--- src/rtl/adma_dm_data_buf_wc.sv ---
// Source-to-destination data buffer: DEPTH-entry FIFO with up/down width conversion and last tracking.
// Define ADMA_DB_HWM_EN to add the occupancy high-water-mark port (hwm) and its clear input (hwm_clr).
module adma_dm_data_buf_wc #(
    parameter int SRC_W = 256,
    parameter int DST_W = 256,
    parameter int DEPTH = 8,
    parameter int CNT_W = $clog2(DEPTH + 1)
) (
    input  logic             clk,
    input  logic             rst_n,
    input  logic             flush,
    input  logic [SRC_W-1:0] src_data,
    input  logic             src_last,
    input  logic             src_vld,
    output logic             src_rdy,
    output logic [DST_W-1:0] dst_data,
    output logic             dst_last,
    output logic             dst_vld,
    input  logic             dst_rdy,
    output logic [CNT_W-1:0] occupancy,
    output logic             empty,
    output logic             full
`ifdef ADMA_DB_HWM_EN
    ,
    input  logic             hwm_clr,
    output logic [CNT_W-1:0] hwm
`endif
);

    localparam int BUF_W = (SRC_W > DST_W) ? SRC_W : DST_W;
    localparam int UP_R  = BUF_W / SRC_W;
    localparam int DN_R  = BUF_W / DST_W;
    localparam int PI_W  = (UP_R > 1) ? $clog2(UP_R) : 1;
    localparam int UI_W  = (DN_R > 1) ? $clog2(DN_R) : 1;
    localparam int AW    = $clog2(DEPTH);

    logic [AW:0]       wr_ptr_q, wr_ptr_d;
    logic [AW:0]       rd_ptr_q, rd_ptr_d;
    logic [PI_W-1:0]   pack_idx_q, pack_idx_d;
    logic [BUF_W-1:0]  pack_q, pack_d;
    logic [UI_W-1:0]   unpk_idx_q, unpk_idx_d;
    logic              ready_q, ready_d;

    logic [BUF_W-1:0]  mem_data_q [DEPTH];
    logic              mem_last_q [DEPTH];

    logic              empty_w, full_w;
    logic              src_hs, dst_hs;
    logic              pack_last_lane, unpk_last_slice;
    logic              push, pop;
    logic [BUF_W-1:0]  commit_word;
    logic [BUF_W-1:0]  rd_word;
    logic [DST_W-1:0]  rd_slice;

    assign empty_w   = (wr_ptr_q == rd_ptr_q);
    assign full_w    = (wr_ptr_q[AW] != rd_ptr_q[AW]) && (wr_ptr_q[AW-1:0] == rd_ptr_q[AW-1:0]);
    assign occupancy = CNT_W'(wr_ptr_q - rd_ptr_q);
    assign empty     = empty_w;
    assign full      = full_w;

    // ready_q keeps src_rdy low for as long as reset is held.
    assign src_rdy = ready_q & ~full_w & ~flush;
    assign dst_vld = ~empty_w;
    assign src_hs  = src_vld & src_rdy;
    assign dst_hs  = dst_vld & dst_rdy;

    assign pack_last_lane  = (pack_idx_q == PI_W'(UP_R - 1));
    assign unpk_last_slice = (unpk_idx_q == UI_W'(DN_R - 1));
    assign push            = src_hs & (src_last | pack_last_lane);
    assign pop             = dst_hs & unpk_last_slice;

    // Merge the incoming beat into its lane; lanes above it are still zero in the packer.
    always_comb begin
        commit_word = pack_q;
        for (int l = 0; l < UP_R; l++) begin
            if (pack_idx_q == PI_W'(l)) begin
                commit_word[l*SRC_W +: SRC_W] = src_data;
            end
        end
    end

    assign rd_word = mem_data_q[rd_ptr_q[AW-1:0]];

    always_comb begin
        rd_slice = '0;
        for (int l = 0; l < DN_R; l++) begin
            if (unpk_idx_q == UI_W'(l)) begin
                rd_slice = rd_word[l*DST_W +: DST_W];
            end
        end
    end

    assign dst_data = dst_vld ? rd_slice : '0;
    assign dst_last = dst_vld & mem_last_q[rd_ptr_q[AW-1:0]] & unpk_last_slice;

    always_comb begin
        wr_ptr_d   = wr_ptr_q;
        rd_ptr_d   = rd_ptr_q;
        pack_idx_d = pack_idx_q;
        pack_d     = pack_q;
        unpk_idx_d = unpk_idx_q;
        ready_d    = 1'b1;
        if (flush) begin
            wr_ptr_d   = '0;
            rd_ptr_d   = '0;
            pack_idx_d = '0;
            pack_d     = '0;
            unpk_idx_d = '0;
        end else begin
            if (src_hs) begin
                if (push) begin
                    pack_d     = '0;
                    pack_idx_d = '0;
                end else begin
                    pack_d     = commit_word;
                    pack_idx_d = pack_idx_q + 1'b1;
                end
            end
            if (push) begin
                wr_ptr_d = wr_ptr_q + 1'b1;
            end
            if (dst_hs) begin
                unpk_idx_d = unpk_last_slice ? '0 : unpk_idx_q + 1'b1;
            end
            if (pop) begin
                rd_ptr_d = rd_ptr_q + 1'b1;
            end
        end
    end

    always_ff @(posedge clk or negedge rst_n) begin
        if (!rst_n) begin
            wr_ptr_q   <= '0;
            rd_ptr_q   <= '0;
            pack_idx_q <= '0;
            pack_q     <= '0;
            unpk_idx_q <= '0;
            ready_q    <= 1'b0;
        end else begin
            wr_ptr_q   <= wr_ptr_d;
            rd_ptr_q   <= rd_ptr_d;
            pack_idx_q <= pack_idx_d;
            pack_q     <= pack_d;
            unpk_idx_q <= unpk_idx_d;
            ready_q    <= ready_d;
        end
    end

    // Storage is not reset; dst outputs are masked until an entry is committed.
    always_ff @(posedge clk) begin
        if (push) begin
            mem_data_q[wr_ptr_q[AW-1:0]] <= commit_word;
            mem_last_q[wr_ptr_q[AW-1:0]] <= src_last;
        end
    end

`ifdef ADMA_DB_HWM_EN
    logic [CNT_W-1:0] hwm_q, hwm_d;

    always_comb begin
        hwm_d = hwm_q;
        if (flush) begin
            hwm_d = '0;
        end else if (hwm_clr) begin
            hwm_d = occupancy;
        end else if (occupancy > hwm_q) begin
            hwm_d = occupancy;
        end
    end

    always_ff @(posedge clk or negedge rst_n) begin
        if (!rst_n) begin
            hwm_q <= '0;
        end else begin
            hwm_q <= hwm_d;
        end
    end

    assign hwm = hwm_q;
`endif

endmodule

--- config.mk ---
export PLATFORM = sky130hd
export DESIGN_NAME = adma_dm_data_buf_wc
export DESIGN_NICKNAME = d
export VERILOG_FILES = /design/src/rtl/adma_dm_data_buf_wc.sv
export SDC_FILE = /design/constraint.sdc
export NUM_CORES = 2
export LEC_CHECK = 0
export CAP_MARGIN = 20
export CORE_ASPECT_RATIO = 1.2
export CORE_MARGIN = 4
export CORE_UTILIZATION = 35
export CTS_CLUSTER_SIZE = 20
export DETAILED_ROUTE_END_ITERATION = 10
export SETUP_SLACK_MARGIN = 0.3
export SLEW_MARGIN = 15
export SYNTH_ARGS = -nofsm -noshare
export SYNTH_HDL_FRONTEND = slang
export SYNTH_SLANG_ARGS = --single-unit
--- constraint.sdc ---
create_clock -name clk -period 34 [get_ports clk]
set_clock_uncertainty 0.15 [all_clocks]
set_input_delay 6.8 -clock clk [delete_from_list [all_inputs] [get_ports clk]]
set_output_delay 6.8 -clock clk [all_outputs]
set_load 0.01 [all_outputs]
Word level (Yosys, flattened, before mapping)
Memories as Yosys holds them, arrays and structs flattened. Cells that the tools add are included.

Register bits: 267. Memory bits (writable): 2056. Bits of input ports: 262. Output and inout port bits: 265. Word-level logic and storage cells: 53. Memories: 2.

Add/subtract/negate cells: 5. Equality and inequality tests: 3. Muxes and demuxes: 18. Bitwise operators: 14. Reductions and logical operators: 5.

Memories: mem_data_q (words 8, bits a word 256, rd ports 1, clocked after memory_dff 0, wr ports 1, line 44) `logic [BUF_W-1:0] mem_data_q [DEPTH];`; mem_last_q (words 8, bits a word 1, rd ports 1, clocked after memory_dff 0, wr ports 1, line 45) `logic mem_last_q [DEPTH];`.

Operators with widths (count): $mux 256 (6); $mux 4 (4); $add 4x1->4 const B (2); $and 1x1->1 (8); $mux 1 (8); $reduce_bool 2->1 (4); $not 1->1 (5); $eq 4x4->1 (1); $sub 4x4->4 (1); $eq 3x3->1 (1); $add 1x1->1 const B (2); $logic_and 1x1->1 (1); $ne 1x1->1 (1); $or 1x1->1 (1).

Longest topological paths before layout
Depth in word-level cells: 10. Gate-level depth with buffers: 12. Mapped depth without buffers: 7.

Least setup slack after synthesis
OpenSTA, ideal clock, no wires.

Path kind: in2reg. From: input port src_last. To: memory mem_data_q[4][0] (netlist name), enable pin. Setup time: 1592 ps. Data arrival time: 33494 ps. Data required time: 32258 ps. Path slack: -1236 ps. Stages on the path: 4. Path buffers: 0. Cells stage by stage: nand2b_1 nand2_1 nor3_1 nor4b_1.

Cells in the longest elaborated chain, start to end: 4.

Ends and longest elaborated chain: start: declaration (line 13) `input logic src_last,`; $or 1x1->1 (line 69) `assign push = src_hs & (src_last | pack_last_lane);`; $and 1x1->1 (line 69); $mux 1 (line 151) `if (push) begin`; $mux 1 (not written as such) (line 152) `mem_data_q[wr_ptr_q[AW-1:0]] <= commit_word;`; end: declaration (line 44).

Every way passes these cells.

Worst setup path in the final report
From: input port flush. To: output port src_rdy.

Cells in the longest elaborated chain, start to end: 2.

Ends and longest elaborated chain: start: declaration (line 11) `input logic flush,`; $not 1->1 (line 62) `assign src_rdy = ready_q & ~full_w & ~flush;`; $and 1x1->1 (line 62); end: declaration (line 15) `output logic src_rdy,`.

Every way passes these cells.

==> key figures <==
Outcome
  – Status: finished clean

Synthesis
  – Simple-Gate Fraction of Synth Area: 2.02%
  – Number of synthesized flops with an enable pin: 2056
  – Synth Area in Adders: 0.0934%
  – Ys async rst share: 11.5%
  – Post-Synthesis Cells: 3912
  – Yosys synthesis warning count: 0
  – Syn Nets: 4180
  – Synthesis-stage register bit count: 2322
  – Synth Area in Compound Gates: 2.69%
  – Netlist cell types: 43
  – Proportion of synthesized area in mux cells: 16.3%
  – Seq/Total Area, Yosys: 77.3%
  – Mapped Area: 88500 um^2
  – Syn avg cell area: 22.6 um^2
  – Main synth FF type: edfxtp_1
  – Main combinational cell family by area after synthesis: multiplexers
  – Synth Area in XOR/XNOR: 0.0778%

Critical path
  – Critical path class: in -> out
  – R2R Setup Slk: 27.90 ns
  – Crit-path max FO: 16
  – Critical Path AT: 8.53 ns
  – CP required: 27.05 ns
  – Crit path launch type: input port
  – Worst setup EP type: output port

Die
  – Starting Density: 35.3%
  – Num ports: 527
  – Die span in x: 467 um
  – Die ar.: 261000 um^2
  – Num rows: 201
  – Core ar.: 251000 um^2
  – Die Height: 559 um

Timing
  – Final setup vio count: 0
  – Slew margin rel.: 21.3%
  – Max-slew violations: 0
  – Final period demand of the worst path: 15.49 ns
  – FMAX: 64.6 MHz
  – Sum of negative setup slack: 0 ns
  – RSZ-0062 raised after global routing: false
  – Hold Slack: 0.326 ns
  – Worst Tran Pin Value: 1.18 ns
  – Hold Fails Final Rpt: 0
  – Crit share post-route: 45.5%

Power and ir drop
  – Net Sw Power: 1440 uW
  – Switching part of the total: 22.5%
  – Clk pwr share: 40.0%
  – Flop pwr share: 48.7%
  – LEAKAGE: 0.0338 uW
  – Int Pwr: 4980 uW
  – VDD IR max: 0.0000469 V
  – Comb power frac: 11.3%
  – Power per cell area: 61.1 nW/um^2

Route
  – DRC: 0
  – WL per Instance: 26.1 um
  – Vias per cell: 5.11
  – Final ANT Viol Nets: 0
  – Via count: 41400
  – Drt total wl: 211 mm
  – DRT Pass-1 Iters: 5
  – DR iter-0 viols: 3084

Clock tree
  – Inserted Clock Buffers: 232
  – Clk_lat worst skew: 0.88 ns
  – Clk sinks: 2322
  – Root buf cell: clkbuf_16
  – Setup Buffers After CTS: 0
  – H-tree depth: 4
  – Longest Clk Path Bufs: 4
  – CTS tree: built
  – Hold_buf cts: 0
  – PostCTS Resize Cnt: 0
  – Worst-path clk slew: 0.06 ns

Global routing
  – GRT Total Usage: 16.0%
  – Vias in the first global route: 44400
  – Grt ovf: 0
  – Antenna violations before repair: 34
  – First-pass GRT wire length: 308 mm
  – Pin count of the biggest net entering global routing: 115

Final layout
  – Share of cells above drive strength 1: 26.1%
  – P&R area growth vs syn: 19.0%
  – Non-filler instance count after layout: 8090
  – Post-route cell area: 105000 um^2
  – Total Nets Final: 4801
  – Fin util: 42.0%

Hold path
  – Hold crit path type: reg -> reg

Placement
  – Dpl hpwl: 119 mm
  – RD Place Congestion: 0.705
  – I/O Buffers: 526
  – Cell Area, Placed: 97500 um^2
  – Post-placement cell count: 7647

Job
  – MaxCap Viol Count: 0
==> synthesized netlist by cell type, drive strengths merged, types with 2 or more instances <==
| library cell | count | area [um^2] |
|---|---|---|
| nor3 | 3 | 15.0 |
| mux4 | 514 | 11600 |
| nor4 | 3 | 18.8 |
| buf | 159 | 951 |
| clkbuf | 72 | 300 |
| nand2b | 3 | 18.8 |
| inv | 9 | 33.8 |
| nand4 | 2 | 12.5 |
| ha | 5 | 62.6 |
| a21oi | 8 | 51.3 |
| xor2 | 2 | 17.5 |
| nand2 | 4 | 17.5 |
| edfxtp | 2056 | 61700 |
| xnor2 | 5 | 51.3 |
| dfrtp | 266 | 6660 |
| mux2 | 256 | 2880 |
| nand3 | 4 | 20.0 |
| o21ai | 3 | 15.0 |
| and3 | 2 | 12.5 |
| nor2 | 10 | 42.5 |
| a22o | 257 | 2250 |
| and2 | 258 | 1610 |
==> stage by stage <==
step	setup WS, ns	power [uW]
2_1_floorplan	0.851	3620
3_3_place_gp	18.50	3930
3_5_place_dp	18.54	3930
4_1_cts	18.53	6520
5_1_grt	18.44	6670
6_report	18.52	6430
==> path summary, 6_finish.rpt <==
path | startpoint | end | depth (start not counted)
setup / recovery | flush | src_rdy | 3
hold / removal | pack_q[122] | pack_q[122] | 1
setup reg to reg | rd_ptr_q[1] | mem_data_q[0][203] | 9
hold reg to reg | pack_q[122] | pack_q[122] | 1
max in group asynchronous | rst_n | pack_q[153] | 4
min in group asynchronous | rst_n | pack_q[237] | 1
==> worst max-delay path, cell delays in order <==
cell and delay (ns):
clkdlybuf4s50_1 0.86, nor2_1 0.29, clkdlybuf4s50_1 0.58
==> cell type report <==
type	instances	area, um^2
multi-input cells	1350	18800
repair buffers	618	6040
well taps	3349	4190
flip-flops and latches	2322	68400
fillers	21800	145000
diodes	14	35.0
clock buffers	303	6330
inverters	9	33.8
clock inverters	125	1360
==> per-layer routing <==
metal  share of wire, %  global-route usage, %  vias up
met2                 51                   27.4     1075
met5              0.047                      0        -
met4                3.1                   5.21       16
met1                 41                   20.4    22400
li1                   -                      -    17500
met3                5.3                   3.08      346
==> power by group through the flow <==
stage	combinational [uW]	clock, uW	sequential (uW)
3_5_place_dp	742	0	3190
6_report	724	2570	3130
5_1_grt	774	2770	3130
2_1_floorplan	433	0	3190
4_1_cts	745	2650	3130
3_3_place_gp	740	0	3190
==> placed cells by master (no fill, tap or decap), types with 2 or more instances in the layout <==
| cell | instances |
|---|---|
| nand3_1 | 4 |
| xnor2_1 | 4 |
| dfrtp_1 | 263 |
| inv_16 | 2 |
| nand4_1 | 2 |
| buf_4 | 86 |
| mux2_2 | 256 |
| clkinv_2 | 45 |
| diode_2 | 14 |
| dfrtp_4 | 3 |
| a21oi_1 | 7 |
| clkbuf_8 | 26 |
| inv_1 | 8 |
| a22o_1 | 257 |
| nor2_1 | 7 |
| buf_12 | 5 |
| edfxtp_1 | 2056 |
| bufinv_16 | 25 |
| mux4_2 | 514 |
| o21ai_0 | 2 |
| nor3_1 | 2 |
| clkinv_16 | 2 |
| nor2_4 | 3 |
| clkinv_4 | 4 |
| ha_1 | 5 |
| nand2b_1 | 3 |
| inv_6 | 6 |
| clkinvlp_4 | 7 |
| nand2_1 | 3 |
| xor2_1 | 2 |
| clkdlybuf4s50_1 | 525 |
| nor4_2 | 3 |
| clkinv_1 | 32 |
| clkbuf_1 | 45 |
| and2_1 | 257 |
| clkbuf_16 | 232 |
==> cell families (layout without fill, tap and decap cells) <==
logic type      count (synthesis)  after routing
mux                           770            770
flops                        2322           2322
fa+ha+maj                       6              6
other cells                     1             15
buf+inv                       240           1055
simple gates                  291            291
compound gates                275            275
xor+xnor                        7              7
==> state kept, by name, indices dropped and copies added, names as in the netlist <==
signal and count:
ready_q 1, wr_ptr_q 4, pack_idx_q 1, mem_data_q 2048
rd_ptr_q 4, mem_last_q 8, pack_q 256
Power figures use the tool's default switching activity.
